--- config.mk ---
export PLATFORM = sky130hd
export DESIGN_NAME = comp_minmax_tracker
export DESIGN_NICKNAME = d
export VERILOG_FILES = /design/src/rtl/comp_minmax_tracker.sv
export SDC_FILE = /design/constraint.sdc
export NUM_CORES = 1
export LEC_CHECK = 0
export BUFFER_PORTS_ARGS = -buffer_cell sky130_fd_sc_hd__buf_2
export CORE_AREA = 3 3 163 165
export CTS_BUF_LIST = sky130_fd_sc_hd__clkbuf_16
export CTS_CLUSTER_SIZE = 10
export DETAILED_ROUTE_END_ITERATION = 7
export DIE_AREA = 0 0 166 168
export PLACE_DENSITY = 0.64
export SYNTH_ARGS = -nofsm -noshare
export SYNTH_HDL_FRONTEND = slang
export SYNTH_SLANG_ARGS = --single-unit
--- constraint.sdc ---
create_clock -name clk -period 3.6 [get_ports clk]
set_clock_uncertainty 0.15 [all_clocks]
set_input_delay 0.9 -clock clk [delete_from_list [all_inputs] [get_ports clk]]
set_output_delay 0.9 -clock clk [all_outputs]
set_load 0.05 [all_outputs]
--- src/rtl/comp_minmax_tracker.sv ---
// comp_minmax_tracker / comp
//
// comp: unsigned magnitude comparator. It reports a>b, a<b and a==b.
//
// comp_minmax_tracker: scans a framed stream of unsigned samples. For each
// frame it tracks the running max and min, the first index of each, and the
// saturating sample count. When the in_last sample has been accepted it
// presents one registered result word. That word is held until out_ready.
//
// Ports:
//   clk, rst         rising-edge clock, async active-low reset
//   in_valid/ready   sample handshake; in_data, in_last qualify the sample
//   out_valid/ready  result handshake
//   out_max/min      extreme sample values of the frame
//   out_max/min_idx  first-occurrence index of each extreme (0-based)
//   out_count        samples in frame, saturating at 2^CNTWIDTH-1
//   out_sat          frame was longer than 2^CNTWIDTH-1 samples

module comp #(
  parameter int DATAWIDTH = 32
) (
  input  logic [DATAWIDTH-1:0] a,
  input  logic [DATAWIDTH-1:0] b,
  output logic                 gt,
  output logic                 lt,
  output logic                 eq
);
  assign gt = (a > b);
  assign lt = (a < b);
  assign eq = (a == b);
endmodule

module comp_minmax_tracker #(
  parameter int DATAWIDTH = 32,
  parameter int CNTWIDTH  = 16
) (
  input  logic                 clk,
  input  logic                 rst,
  input  logic                 in_valid,
  output logic                 in_ready,
  input  logic [DATAWIDTH-1:0] in_data,
  input  logic                 in_last,
  output logic                 out_valid,
  input  logic                 out_ready,
  output logic [DATAWIDTH-1:0] out_max,
  output logic [DATAWIDTH-1:0] out_min,
  output logic [CNTWIDTH-1:0]  out_max_idx,
  output logic [CNTWIDTH-1:0]  out_min_idx,
  output logic [CNTWIDTH-1:0]  out_count,
  output logic                 out_sat
);
  localparam logic [CNTWIDTH-1:0] CNT_MAX = '1;

  typedef enum logic [1:0] {IDLE, ACCUM, HOLD} state_t;

  state_t                state, state_nxt;
  logic                  rdy_en;
  logic [DATAWIDTH-1:0]  max_r, min_r, max_nxt, min_nxt;
  logic [CNTWIDTH-1:0]   max_idx_r, min_idx_r, cnt_r;
  logic [CNTWIDTH-1:0]   max_idx_nxt, min_idx_nxt, cnt_nxt;
  logic                  sat_r, sat_nxt;
  logic                  accept;
  logic                  max_gt, max_lt, max_eq;
  logic                  min_gt, min_lt, min_eq;
  logic                  max_upd, min_upd;

  comp #(.DATAWIDTH(DATAWIDTH)) u_cmp_max (
    .a(in_data), .b(max_r), .gt(max_gt), .lt(max_lt), .eq(max_eq)
  );
  comp #(.DATAWIDTH(DATAWIDTH)) u_cmp_min (
    .a(in_data), .b(min_r), .gt(min_gt), .lt(min_lt), .eq(min_eq)
  );

  // A tie never moves an index, so the first occurrence is always kept.
  assign max_upd = max_gt && !max_eq && !max_lt;
  assign min_upd = min_lt && !min_eq && !min_gt;

  // rdy_en is held low by reset, so in_ready stays low until the first edge
  // after release.
  assign in_ready  = rdy_en && (state != HOLD);
  assign out_valid = (state == HOLD);
  assign accept    = in_valid && in_ready;

  always_comb begin
    state_nxt   = state;
    max_nxt     = max_r;
    min_nxt     = min_r;
    max_idx_nxt = max_idx_r;
    min_idx_nxt = min_idx_r;
    cnt_nxt     = cnt_r;
    sat_nxt     = sat_r;
    case (state)
      IDLE: begin
        if (accept) begin
          max_nxt     = in_data;
          min_nxt     = in_data;
          max_idx_nxt = '0;
          min_idx_nxt = '0;
          cnt_nxt     = CNTWIDTH'(1);
          sat_nxt     = 1'b0;
          state_nxt   = in_last ? HOLD : ACCUM;
        end
      end
      ACCUM: begin
        if (accept) begin
          // Past saturation cnt_r sticks at CNT_MAX, so a late index records
          // CNT_MAX.
          if (max_upd) begin
            max_nxt     = in_data;
            max_idx_nxt = cnt_r;
          end
          if (min_upd) begin
            min_nxt     = in_data;
            min_idx_nxt = cnt_r;
          end
          if (cnt_r == CNT_MAX) sat_nxt = 1'b1;
          else                  cnt_nxt = cnt_r + CNTWIDTH'(1);
          if (in_last) state_nxt = HOLD;
        end
      end
      HOLD: begin
        if (out_ready) state_nxt = IDLE;
      end
      default: state_nxt = IDLE;
    endcase
  end

  always_ff @(posedge clk or negedge rst) begin
    if (!rst) begin
      state     <= IDLE;
      rdy_en    <= 1'b0;
      max_r     <= '0;
      min_r     <= '0;
      max_idx_r <= '0;
      min_idx_r <= '0;
      cnt_r     <= '0;
      sat_r     <= 1'b0;
    end else begin
      state     <= state_nxt;
      rdy_en    <= 1'b1;
      max_r     <= max_nxt;
      min_r     <= min_nxt;
      max_idx_r <= max_idx_nxt;
      min_idx_r <= min_idx_nxt;
      cnt_r     <= cnt_nxt;
      sat_r     <= sat_nxt;
    end
  end

  // The result word is captured only on entry to HOLD. It is not a live view
  // of the running registers.
  always_ff @(posedge clk or negedge rst) begin
    if (!rst) begin
      out_max     <= '0;
      out_min     <= '0;
      out_max_idx <= '0;
      out_min_idx <= '0;
      out_count   <= '0;
      out_sat     <= 1'b0;
    end else if (state != HOLD && state_nxt == HOLD) begin
      out_max     <= max_nxt;
      out_min     <= min_nxt;
      out_max_idx <= max_idx_nxt;
      out_min_idx <= min_idx_nxt;
      out_count   <= cnt_nxt;
      out_sat     <= sat_nxt;
    end
  end
endmodule

==> results.md <==
- RD Place Congestion: 0.839
- Post-synth design cell area: roughly 0.011 mm2
- Port bufs: about 150
- Final setup TNS: 0 ns
- Yosys cell types: 46
- Switch Pwr: around 0.0043 W
- Ant. Diodes: 0
- Buffers and inverters on the worst path: 2
- Drt first-iter violations: between 700 and 800
- Num rows: between 50 and 60
- RSZ-0062 raised after global routing: false
- Max Slew Vio Count: 0
- Pin count of the biggest net entering global routing: 63
- Slew HR: between 30% and 40%
- DIE AREA: between 0.02 and 0.03 mm2
- Mapped Nets: 1241
- NumNets Final: 1387
- Flip-flop and latch count after synthesis: roughly 230
- Clock sink total: 229
- Slowest-stage cell, CP: nor2_1
- Cells after synthesis: around 1100
- Layout cell share with drive strength beyond 1: a little over a fifth
- Worst-path maximum fanout: 16
- Slowest cell delay on critical path: between 0.7 and 0.8 ns
- Sequential power share: 37.5%
- Fin crit period: around 3.1 ns
- Final setup fails: 0
- Cell-internal power: approximately 0.006 W
- Number of global-route vias before repair: roughly 9000
- Post-synth ARST share: 100%
- Post-CTS Setup Bufs: 0
- VDD IR max: roughly 0.62 mV
- Crit path DAT: about 3.3 ns
- Register area share after synthesis: between 50% and 60%
- CP Capture Type: flop
- Warnings, synthesis: 0
- P&R area growth vs syn: 17.7%
- CTS tree: yes
- Total Wirelength: ~30000 um
- Kind of critical path: in2reg
- Initial antenna violation count: 0
- Worst skew pair latency: 0.52 ns
- Initial Util: between 40 and 50%
- Syn Area/Cell: slightly below 10 um2
- Clock transition at path regs: roughly 0.050 ns
- Most frequent cells in the layout: 229 x dfrtp_1, 150 x buf_2, 131 x nand2_1
- Hold Slack: roughly 0.15 ns
- Cts repair resizes: 0
- Req. time, crit path: ~3.8 ns
- Final hold vios: 0
- Cts hold-fix bufs: 0
- Sum of net half-perimeters after detailed placement: 21200 um
- Die height: 168 um
- Clk network pwr share: between 20% and 30%
- TritonRoute pass-1 iters: 5
- LEAKAGE: between 6 and 7 nW
- Critical Path Source Type: primary input
- DR WL/cell: roughly 19 um
- Hold Path Class: in2async
- Antenna Violating Nets Remaining: 0
- Gr usage total: approximately a fifth
- First-pass GRT wire length: between 40000 and 50000 um
- Worst Tran Pin Value: just over 1 ns
- Max cap viols: 0
- Num CTS Buffers: 27
- Critical path cell sequence: buf_2 -> ha_1 -> a21o_1 -> nand3_1 -> a21oi_1 -> nor3_1 -> buf_4 -> a21oi_1 -> nor2_1 -> o21ai_0
- Root buffer cell: clkbuf_16
- Post-synth EDFFs: 0
- Switching part of the total power: 42.0%
- Pwr Density: around 770 mW/mm2
- Gr ovfl total: 0
- Main flop type after synthesis: dfrtp_1
- Most common cell after layout, fill and taps aside: dfrtp_1
- Status: completed
- H-tree Lvls: 1
- CP most frequent cell: a21oi_1
- Cell family with most CP delay: simple AND/OR/NAND/NOR gates
- I/O Pins: 152
- Core area: 0.0252 mm2
- Fmax: around 0.32 GHz
- Via count: 9093
- Vias per cell: between 5 and 6
- Worst-case clock buffer depth: 3
- Final Cycle Share: ~87%
- Die W: about 170 um
- Remaining DRCs: 0
- Gate power share: about two fifths
worst paths after layout:
kind	from	endpoint	slack, ns	cells after the start
max	in_data[9]	min_idx_r[9]$_DFF_PN0_	0.48	10
min	rst	out_min[14]$_DFFE_PN0P_	0.15	1
max reg2reg	max_r[14]$_DFF_PN0_	out_max_idx[14]$_DFFE_PN0P_	0.62	10
min reg2reg	out_max_idx[9]$_DFFE_PN0P_	out_max_idx[9]$_DFFE_PN0P_	0.32	2
max in group asynchronous	rst	rdy_en$_DFF_PN0_	2.39	2
min in group clk	out_max_idx[9]$_DFFE_PN0P_	out_max_idx[9]$_DFFE_PN0P_	0.32	2
state kept, by name, indices dropped and copies added (netlist names), 16 cells and up:
signal	cells
out_count	16
min_idx_r	16
out_min_idx	16
max_r	32
max_idx_r	16
cnt_r	16
out_max	32
out_max_idx	16
min_r	32
out_min	32
final cells by class:
| type | instances | area, um2 |
|---|---|---|
| clock inverter | 7 | 26.3 |
| inverter | 69 | 259 |
| tap | 330 | 413 |
| fill | 2275 | 11800 |
| clock buffer | 27 | 676 |
| sequential | 229 | 5730 |
| timing repair buffer | 196 | 1230 |
| multi-input combinational | 762 | 5000 |
per-layer routing:
layer  share of wire, %  up-vias  wire length [um]  GRT usage, %
li1                   -     4342                 -             -
met1                 49     4440             14700          32.5
met2                 43      278             13100          31.5
met3                6.6       33              1990          4.06
met4                1.6        0               473          4.63
met5                  0        -                 0             0
worst reg2reg max path, cell delays in order, from the launching register on:
cell	delay (ns)
dfrtp_1	0.37
inv_1	0.05
ha_1	0.30
nand4_1	0.27
or3_1	0.45
a21oi_2	0.17
o41ai_4	0.09
buf_4	0.17
a21o_1	0.36
a32oi_1	0.39
o21ai_1	0.09
per-stage QoR:
stage	cells	worst slack, ns	area [um2]	util (%)	total power [W]
4_1_cts	1620	0.546	13300	53.0	0.0103
6_report	1620	0.477	13300	53.0	0.0103
3_5_place_dp	1586	0.0181	12600	50.2	0.00800
3_3_place_gp	1586	0.0725	12600	50.2	0.00791
5_1_grt	1620	0.239	13300	53.0	0.0109
2_1_floorplan	1139	0.438	11300	-	0.00679
synth_stat cells, types with 16 or more instances:
master     instances  share of area [%]
nor2_1            76                2.5
buf_2             19               0.84
nand4_1           32                1.8
nand3_1           79                3.5
a21oi_1           70                3.1
o21ai_0           73                3.2
dfrtp_1          229                 51
ha_1              65                7.2
inv_1             69                2.3
mux2i_1           41                3.6
a31oi_1           36                2.0
o2111ai_1         16                1.2
a32oi_1           16                1.2
mux2_2            32                3.2
clkbuf_1          50                1.7
nand2_1          131                4.3
a22o_1            16                1.2
power by group through the flow:
stage	combinational [W]	clock [W]	sequential (W)
after global routing	0.00452	0.00247	0.00394
after detailed placement	0.00413	0	0.00387
final	0.00412	0.00230	0.00385
after floorplan	0.00187	0	0.00492
after global placement	0.00406	0	0.00385
after CTS	0.00415	0.00236	0.00384
kinds of logic (layout without fill, tap and decap cells):
kind of cell	after synthesis	in the layout	synth area share [%]
adder cells (fa/ha/maj)	65	65	7.18
buffers and inverters	148	299	5.48
other	1	1	0.0331
multiplexers	83	83	8.13
flip-flops	229	229	50.6
AO/OA/AOI/OAI	260	260	14.5
AND/OR/NAND/NOR	353	353	14.1
Note: power is estimated with default switching activity, not from simulation.
